### src/rtl/pipe_hazard_ctrl.sv
// pipe_hazard_ctrl: hazard, forwarding and halt/drain control for a 5-stage pipeline.
// Define PIPE_FORWARDING_EN to enable EX operand forwarding; otherwise every RAW hazard stalls.
module pipe_hazard_ctrl #(
    parameter int REG_AW = 5,
    parameter int CNT_W  = 16
) (
    input  logic              clock,
    input  logic              reset,
    input  logic              id_valid,
    input  logic [REG_AW-1:0] id_rs,
    input  logic [REG_AW-1:0] id_rt,
    input  logic              id_use_rs,
    input  logic              id_use_rt,
    input  logic [REG_AW-1:0] id_rd,
    input  logic              id_wb,
    input  logic              id_load,
    input  logic              id_halt,
    input  logic              ex_branch_taken,
    output logic              stall_if_id,
    output logic              flush_if_id,
    output logic              bubble_id_ex,
    output logic [1:0]        fwd_a,
    output logic [1:0]        fwd_b,
    output logic              halted,
    output logic [CNT_W-1:0]  stall_count
);
    typedef struct packed {
        logic              valid;
        logic [REG_AW-1:0] rd;
        logic              wb;
    } rec_t;
    typedef enum logic [1:0] {RUN, DRAIN, HALTED} state_t;

    state_t           state_q, state_d;
    rec_t             ex_q, mem_q, ex_d;
    logic             ex_load_q, wb_v_q;
    logic [1:0]       fwd_a_q, fwd_a_d, fwd_b_q, fwd_b_d, sel_a, sel_b;
    logic [CNT_W-1:0] cnt_q, cnt_d;
    logic             run, hazard, stall, issue, ex_a, ex_b, mem_a, mem_b;

    // Only the valid bit of the WB record matters: the regfile write lands before ID reads.
    function automatic logic hit(rec_t r, logic en, logic [REG_AW-1:0] src);
        return en & r.valid & r.wb & (r.rd != '0) & (r.rd == src);
    endfunction

    always_comb begin
        ex_a  = hit(ex_q, id_use_rs, id_rs);
        ex_b  = hit(ex_q, id_use_rt, id_rt);
        mem_a = hit(mem_q, id_use_rs, id_rs);
        mem_b = hit(mem_q, id_use_rt, id_rt);
        run   = state_q == RUN;
`ifdef PIPE_FORWARDING_EN
        hazard = ex_load_q & (ex_a | ex_b);
        sel_a  = ex_a ? 2'b10 : mem_a ? 2'b01 : 2'b00;
        sel_b  = ex_b ? 2'b10 : mem_b ? 2'b01 : 2'b00;
`else
        hazard = ex_a | ex_b | mem_a | mem_b;
        sel_a  = 2'b00;
        sel_b  = 2'b00;
`endif
        stall        = run & id_valid & hazard & ~ex_branch_taken;
        issue        = run & id_valid & ~hazard & ~ex_branch_taken;
        ex_d         = issue ? {1'b1, id_rd, id_wb} : '0;
        fwd_a_d      = issue ? sel_a : 2'b00;
        fwd_b_d      = issue ? sel_b : 2'b00;
        state_d      = (issue & id_halt) ? DRAIN :
                       ((state_q == DRAIN) & ~(ex_q.valid | mem_q.valid | wb_v_q)) ? HALTED : state_q;
        cnt_d        = (stall & !(&cnt_q)) ? cnt_q + CNT_W'(1) : cnt_q;
        stall_if_id  = ~reset & (stall | ~run);
        flush_if_id  = ~reset & run & ex_branch_taken;
        bubble_id_ex = ~reset & (stall | (run & ex_branch_taken) | (state_q == DRAIN));
    end

    always_ff @(posedge clock) begin
        if (reset) begin
            state_q   <= RUN;
            ex_q      <= '0;
            mem_q     <= '0;
            ex_load_q <= 1'b0;
            wb_v_q    <= 1'b0;
            fwd_a_q   <= 2'b00;
            fwd_b_q   <= 2'b00;
            cnt_q     <= '0;
        end else begin
            state_q   <= state_d;
            ex_q      <= ex_d;
            mem_q     <= ex_q;
            ex_load_q <= issue & id_load;
            wb_v_q    <= mem_q.valid;
            fwd_a_q   <= fwd_a_d;
            fwd_b_q   <= fwd_b_d;
            cnt_q     <= cnt_d;
        end
    end

    assign fwd_a       = fwd_a_q;
    assign fwd_b       = fwd_b_q;
    assign halted      = state_q == HALTED;
    assign stall_count = cnt_q;
endmodule

### config.mk
export PLATFORM = sky130hd
export DESIGN_NAME = pipe_hazard_ctrl
export DESIGN_NICKNAME = d
export VERILOG_FILES = /design/src/rtl/pipe_hazard_ctrl.sv
export SDC_FILE = /design/constraint.sdc
export NUM_CORES = 1
export LEC_CHECK = 0
export ABC_AREA = 1
export BUFFER_PORTS_ARGS = -buffer_cell sky130_fd_sc_hd__buf_4
export CELL_PAD_IN_SITES_DETAIL_PLACEMENT = 1
export CELL_PAD_IN_SITES_GLOBAL_PLACEMENT = 1
export CORE_ASPECT_RATIO = 0.8
export CORE_MARGIN = 4
export CORE_UTILIZATION = 28
export DETAILED_ROUTE_END_ITERATION = 10
export PLACE_DENSITY_LB_ADDON = 0.3
export SYNTH_ARGS = -nofsm -noshare
export SYNTH_HDL_FRONTEND = slang
export SYNTH_SLANG_ARGS = --single-unit
### constraint.sdc
create_clock -name clock -period 4.35 [get_ports clock]
set_input_delay 0.87 -clock clock [delete_from_list [all_inputs] [get_ports clock]]
set_output_delay 0.87 -clock clock [all_outputs]
set_load 0.01 [all_outputs]
==> results of run 1 <==
cell families after synthesis:
family	count (synthesis)	share of synthesized area (%)
AO/OA/AOI/OAI	20	6.446
XOR/XNOR	11	4.727
adder cells (fa/ha/maj)	1	0.6138
buffers and inverters	58	12.52
flip-flops	33	32.41
other	1	0.1840
AND/OR/NAND/NOR	191	43.09
layout make-up:
| type | instances | area (um2) | area share (%) |
|---|---|---|---|
| Clock inverter | 2 | 10.01 | 0.4034 |
| Timing Repair Buffer | 43 | 322.8 | 13.01 |
| Tap cell | 87 | 108.9 | 4.387 |
| Multi-Input combinational cell | 227 | 1134 | 45.69 |
| Sequential cell | 33 | 660.6 | 26.63 |
| Clock buffer | 6 | 72.57 | 2.925 |
| Inverter | 46 | 172.7 | 6.959 |
metal layers:
layer	share of wire, %	routed length, um	track usage [%]
met5	0	0	0
met4	0.69	40	2.471
met3	4.5	260	3.405
met2	41	2383	21.59
met1	54	3139	21.10
stage by stage:
step | setup slack [ns] | hold slack [ns] | util (%)
final | 1.186 | 0.4592 | 35.48
after CTS | 1.181 | 0.4579 | 35.48
after global routing | 1.014 | 0.4718 | 35.48
after floorplan | 1.621 | 0.4167 | -
after detailed placement | 1.182 | 0.4513 | 34.30
after global placement | 1.264 | 0.4435 | 34.30
worst paths after layout:
kind	from	endpoint	slack (ns)
setup / recovery	id_rs[3]	stall_if_id	1.19
hold reg to reg	mem_q[6]$_SDFF_PP0_	wb_v_q$_SDFF_PP0_	0.46
hold / removal	mem_q[6]$_SDFF_PP0_	wb_v_q$_SDFF_PP0_	0.46
setup reg to reg	ex_q[4]$_SDFF_PP0_	stall_count[2]$_SDFFE_PP0P_	2.29
synth_stat cells (2+ instances only):
library cell  number
nand2_1           92
inv_1             46
nor2_1            39
dfxtp_1           33
nand3_1           19
nand4_1           16
a21oi_1           10
nand2_2           10
a21oi_2            8
nor3_1             7
xor2_1             7
buf_4              5
xnor2_1            4
clkbuf_1           3
buf_2              2
worst max-delay path: cells and delay by family:
kind	cells	cell delay (ns)
and+or+nand+nor	8	0.97
AOI/OAI and AO/OA	1	0.16
buffers and inverters	3	0.28
layout by cell type, fill, tap and decap left out, drive strengths merged:
cell type	Yosys	final
or4	1	1
nor2	40	40
ha	1	1
buf	9	43
nand3	20	20
and3b	1	1
conb	1	4
xnor2	4	4
nor4	1	1
nand4	17	17
inv	46	46
xor2	7	7
o21ai	1	1
nand2	102	102
clkinv	0	2
dfxtp	33	33
nor3	9	9
clkbuf	3	6
a31oi	1	1
a21oi	18	18
state kept, by name, indices dropped and copies added (netlist names):
register	cells
ex_q	7
mem_q	7
stall_count	16
state_q	2
wb_v_q	1
power groups by stage:
stage	Clock [mW]	Sequential (mW)	Combinational [mW]
after detailed placement	0	0.318	0.0670
after global placement	0	0.318	0.0662
final	0.227	0.311	0.0662
after global routing	0.251	0.311	0.0762
after CTS	0.238	0.311	0.0674
after floorplan	0	0.316	0.0389
==> key figures, run 1 <==
Clock tree
  – TritonCTS clock tree: done
  – CTS sink count: 33
  – Worst skew pair latency: 0.28 ns
  – Hold Buf Count CTS: 0
  – Gates resized, CTS repair: 0
  – Clock Tree Root: clkbuf_8
  – Setup Buffers After CTS: 0
  – CTS Buffer Depth: 2
  – Worst-path clk slew: about 0.070 ns
  – H-tree depth: 2
  – Total CTS buffers: 5

Floorplan
  – Cell row count: 27
  – Effective utilization at floorplan: 29.15%
  – Die area: 8717 um2
  – Die X: 103.4 um
  – Die H: between 80 and 90 um
  – Core Region: roughly 7000 um2
  – Num ports: 48

Logic synthesis
  – Post-synth EDFFs: 0
  – Yosys cell types: 29
  – Synth Warn #: 0
  – Register area share after synthesis: roughly a third
  – Top cell type by total area after synthesis: dfxtp_1
  – Post-synth top area share: 32.41%
  – Cell Area, Synth: roughly 2000 um2
  – Ys async rst share: 0%
  – Mapped Avg Cell Area: about 6.5 um2
  – Area contributors post-synth: dfxtp_1, nand2_1, inv_1
  – Synth Flop Type: dfxtp_1
  – Syn Inst Count: 315
  – FF+latch count, synth: 33

STA
  – Final min period: about 3.2 ns
  – Final worst path period share: 72.73%
  – Slew Limit Fails: 0
  – Fin Clk Skew: 0.004026 ns
  – Final hold viol count: 0
  – Setup_tns: 0 ns
  – Setup violations, final: 0
  – RSZ-0062 raised after global routing: false
  – Fmax: 316.1 MHz

Outcome
  – Status: finished clean

Final layout
  – Fillers: between 900 and 1000
  – P&R area growth vs syn: 21.73%
  – Antenna fix cells: 0
  – Nets: about 380
  – Share of layout cells above drive strength 1: 20.45%
  – Post-route insts no fill: between 400 and 500
  – Finished Cell Area: 2481 um2

GRT
  – Vias in the first global route: 2111
  – First-pass GRT wire length: 10140 um
  – Overflow after GRT: 0
  – Largest net degree at the start of global routing: 29
  – GR Util All Layers: between 10 and 15%
  – Initial antenna violation count: 0

Pwr
  – Peak VDD IR: 0.08992 mV
  – Psw: 0.1577 mW
  – Cell Int Power: roughly 0.45 mW
  – Clock power frac: around 38%
  – Combinational share of power: a little over a tenth
  – Final Power: 0.6037 mW
  – Sequential share of power: 51.5%
  – Switching share of power: 26.13%
  – Leak: approximately 1.1 nW
  – Power Density: about 240 nW/um2

Min path
  – Hold/Removal Path Class: flop to flop
  – Hold Path Depth: 2

Run
  – Max Cap Violations: 0

Detailed routing
  – Via density: 4.644
  – DRC: 0
  – Post-Route WL: 5824 um
  – DR pass1 iterations: 4
  – Per-cell routed wire length: 13.12 um
  – Vias: 2062
  – DRC violation total after the first TritonRoute iteration: 92
  – Final ANT Viol Nets: 0

Placement
  – Number of I/O port buffers: 42
  – RD Place Congestion: just over 0.8
  – Detailed placement HPWL: 4518 um
  – Post-placement cell area: 2399 um2
  – Post-Place Cells: between 400 and 500

Setup path
  – Critical Path Most Common Cell: nand2_1
  – Number of cells on the worst reg-to-reg path: 11
  – Critical path's slowest cell: nand2_2
  – Worst Path Required: 3.48 ns
  – CP endpoint kind: output port
  – Worst-path maximum fanout: 18
  – Startpoint types: input port
  – Worst Path Arrival: between 2 and 2.5 ns
  – CP max stage delay: 0.31 ns
  – Worst path cell trace: buf_4 > inv_1 > nand2_1 > nand2_1 > nor2_1 > nand3_1 > nand2_1 > nand2_1 > nand2_2 > nand2_1 > a21oi_1 > buf_4
  – Crit path kind: input port to output port
(Power assumes the default switching activity.)
==> run 2: changes to the inputs <==
==> constraint.sdc (replaced) <==
create_clock -name clock -period 2.8 [get_ports clock]
set_input_delay 0.56 -clock clock [delete_from_list [all_inputs] [get_ports clock]]
set_output_delay 0.56 -clock clock [all_outputs]
set_load 0.01 [all_outputs]
==> key figures, run 2 (synthesized netlist as in run 1, its figures left out) <==
Setup path
  – Critical path's slowest cell: dfxtp_1 (was nand2_2)
  – Worst path cell trace: inv_1 > nand2_1 > nand2_1 > nor2_1 > nand3_1 > nand2_1 > nand2_1 > nand2_2 > nand2_1 > a31oi_1 > buf_4 (was buf_4 > inv_1 > nand2_1 > nand2_1 > nor2_1 > nand3_1 > nand2_1 > nand2_1 > nand2_2 > nand2_1 > a21oi_1 > buf_4)
  – Worst Path Required: 2.24 ns (was 3.48 ns)
  – Top delay family on crit path: simple AND/OR/NAND/NOR gates (unchanged)
  – Worst-path maximum fanout: 4 (was 18)
  – CP max stage delay: 0.42 ns (was 0.31 ns)
  – Startpoint types: flop (was input port)
  – CP endpoint kind: output port (unchanged)
  – Critical Path Most Common Cell: nand2_1 (unchanged)
  – Worst Path Arrival: 1.73 ns (was 2.29 ns)
  – R2R Setup Slk: 0.71 ns (was 2.29 ns)
  – Crit path kind: flop to output port (was input port to output port)
  – Buf+Inv Stages, Crit Path: 2 (was 3)

Floorplan
  – Die X: 103.4 um (unchanged)
  – Die area: 8717 um2 (unchanged)
  – Core Region: 6993 um2 (unchanged)
  – Cell row count: 27 (unchanged)
  – Die H: 84.31 um (unchanged)
  – Effective utilization at floorplan: 29.15% (unchanged)
  – Num ports: 48 (unchanged)

Clock tree
  – CTS sink count: 33 (unchanged)
  – Clock Tree Root: clkbuf_8 (unchanged)
  – Total CTS buffers: 5 (unchanged)
  – Gates resized, CTS repair: 0 (unchanged)
  – Worst skew pair latency: 0.29 ns (was 0.28 ns)
  – Worst-path clk slew: 0.07 ns (about the same)
  – CTS Buffer Depth: 2 (unchanged)
  – Setup Buffers After CTS: 0 (unchanged)
  – H-tree depth: 2 (unchanged)
  – TritonCTS clock tree: done (unchanged)
  – Hold Buf Count CTS: 0 (unchanged)

Detailed routing
  – Via density: 4.503 (was 4.644)
  – DRC violation total after the first TritonRoute iteration: 85 (was 92)
  – Per-cell routed wire length: 13.10 um (was 13.12 um)
  – DRC: 0 (unchanged)
  – DR pass1 iterations: 4 (unchanged)
  – Vias: 2004 (was 2062)
  – Post-Route WL: 5830 um (was 5824 um)
  – Final ANT Viol Nets: 0 (unchanged)

STA
  – Fin Clk Skew: 0.01100 ns (was 0.004026 ns)
  – Slew Limit Fails: 0 (unchanged)
  – Fmax: about 440 MHz
  – Final hold viol count: 0 (unchanged)
  – Setup WS post-layout: 0.5147 ns (was 1.186 ns)
  – RSZ-0062 raised after global routing: false (unchanged)
  – Final min period: approximately 2.3 ns
  – Final worst path period share: 81.62%
  – Setup violations, final: 0 (unchanged)
  – Setup_tns: 0 ns (unchanged)

Placement
  – Post-placement cell area: 2406 um2 (was 2399 um2)
  – Detailed placement HPWL: 4484 um (was 4518 um)
  – RD Place Congestion: 0.8444 (was 0.8054)
  – Place WS: 0.6154 ns (was 1.182 ns)
  – Number of I/O port buffers: 42 (unchanged)

GRT
  – Initial antenna violation count: 0 (unchanged)
  – Largest net degree at the start of global routing: 29 (unchanged)
  – Vias in the first global route: 2025 (was 2111)
  – Grt met1 use: 23.07% (was 21.10%)
  – Overflow after GRT: 0 (unchanged)
  – First-pass GRT wire length: 10020 um (was 10140 um)
  – GR Util All Layers: 14.44% (was 14.41%)
  – Gr busiest metal: met1 (was met2)
  – M2 GR Usage: 18.98% (was 21.59%)
  – Met3 usage: 3.073% (was 3.405%)

Pwr
  – Peak VDD IR: 0.1738 mV (was 0.08992 mV)
  – Power Density: 419.2 nW/um2 (was 243.3 nW/um2)
  – Leak: 1.166 nW (was 1.147 nW)

Final layout
  – Finished Cell Area: 2522 um2 (was 2481 um2)
  – Final core utilization: 36.07% (was 35.48%)
  – Antenna fix cells: 0 (unchanged)
  – P&R area growth vs syn: 23.76% (was 21.73%)
  – Max reg flops: 16 (unchanged)
  – Most frequent cells in the layout: nand2_1, inv_1, buf_4 (unchanged)
  – Most common cell after layout, fill and taps aside: nand2_1 (unchanged)
  – Nets: 382 (was 381)
  – Share of layout cells above drive strength 1: 20.67% (was 20.45%)

Outcome
  – Status: finished clean (unchanged)

Min path
  – Hold/Removal Path Class: flop to flop (unchanged)

Run
  – Max Cap Violations: 0 (unchanged)
-- run 2: per-layer routing --
| layer | up-vias | share of wire [%] |
|---|---|---|
| met4 | 0 | 1.1 |
| met3 | 5 | 3.9 |
| met2 | 33 | 38 |
| met1 | 900 | 57 |
| met5 | - | 0 |
| li1 | 1066 | - |
-- run 2: per-stage QoR --
step / hold WS (ns) / total power [mW] / instances
global route: 0.4809 / 1.107 / 445
global placement: 0.4431 / 0.5966 / 437
finish: 0.4601 / 1.057 / 445
floorplan: 0.4167 / 0.5519 / 318
detailed placement: 0.4521 / 0.5979 / 437
CTS: 0.4622 / 1.071 / 445
-- run 2: path summary, 6_finish.rpt --
path | start | to | cells past startpoint
hold reg to reg | mem_q[6]$_SDFF_PP0_ | wb_v_q$_SDFF_PP0_ | 2
setup reg to reg | stall_count[0]$_SDFFE_PP0P_ | stall_count[0]$_SDFFE_PP0P_ | 8
hold / removal | mem_q[6]$_SDFF_PP0_ | wb_v_q$_SDFF_PP0_ | 2
setup / recovery | ex_q[4]$_SDFF_PP0_ | bubble_id_ex | 11
-- run 2: cell type report --
| type | instances | area, um2 |
|---|---|---|
| clock inverter | 1 | 30.03 |
| tap | 87 | 108.9 |
| inverter | 46 | 172.7 |
| multi-input combinational | 227 | 1134 |
| fill | 904 | 4471 |
| sequential | 33 | 660.6 |
| clock buffer | 7 | 86.33 |
| timing repair buffer | 44 | 330.3 |
-- run 2: tightest hold or removal path: cells and delay by family, from the launching register on --
family | cells | cell delay (ns)
buffers and inverters | 1 | 0.06
flip-flops | 1 | 0.33
AND/OR/NAND/NOR | 1 | 0.03
-- run 2: where the power goes --
part	switching, mW	internal, mW	total (mW)
Clock	0.181	0.290	0.471
Sequential	0.00674	0.476	0.483
Combinational	0.0591	0.0442	0.103
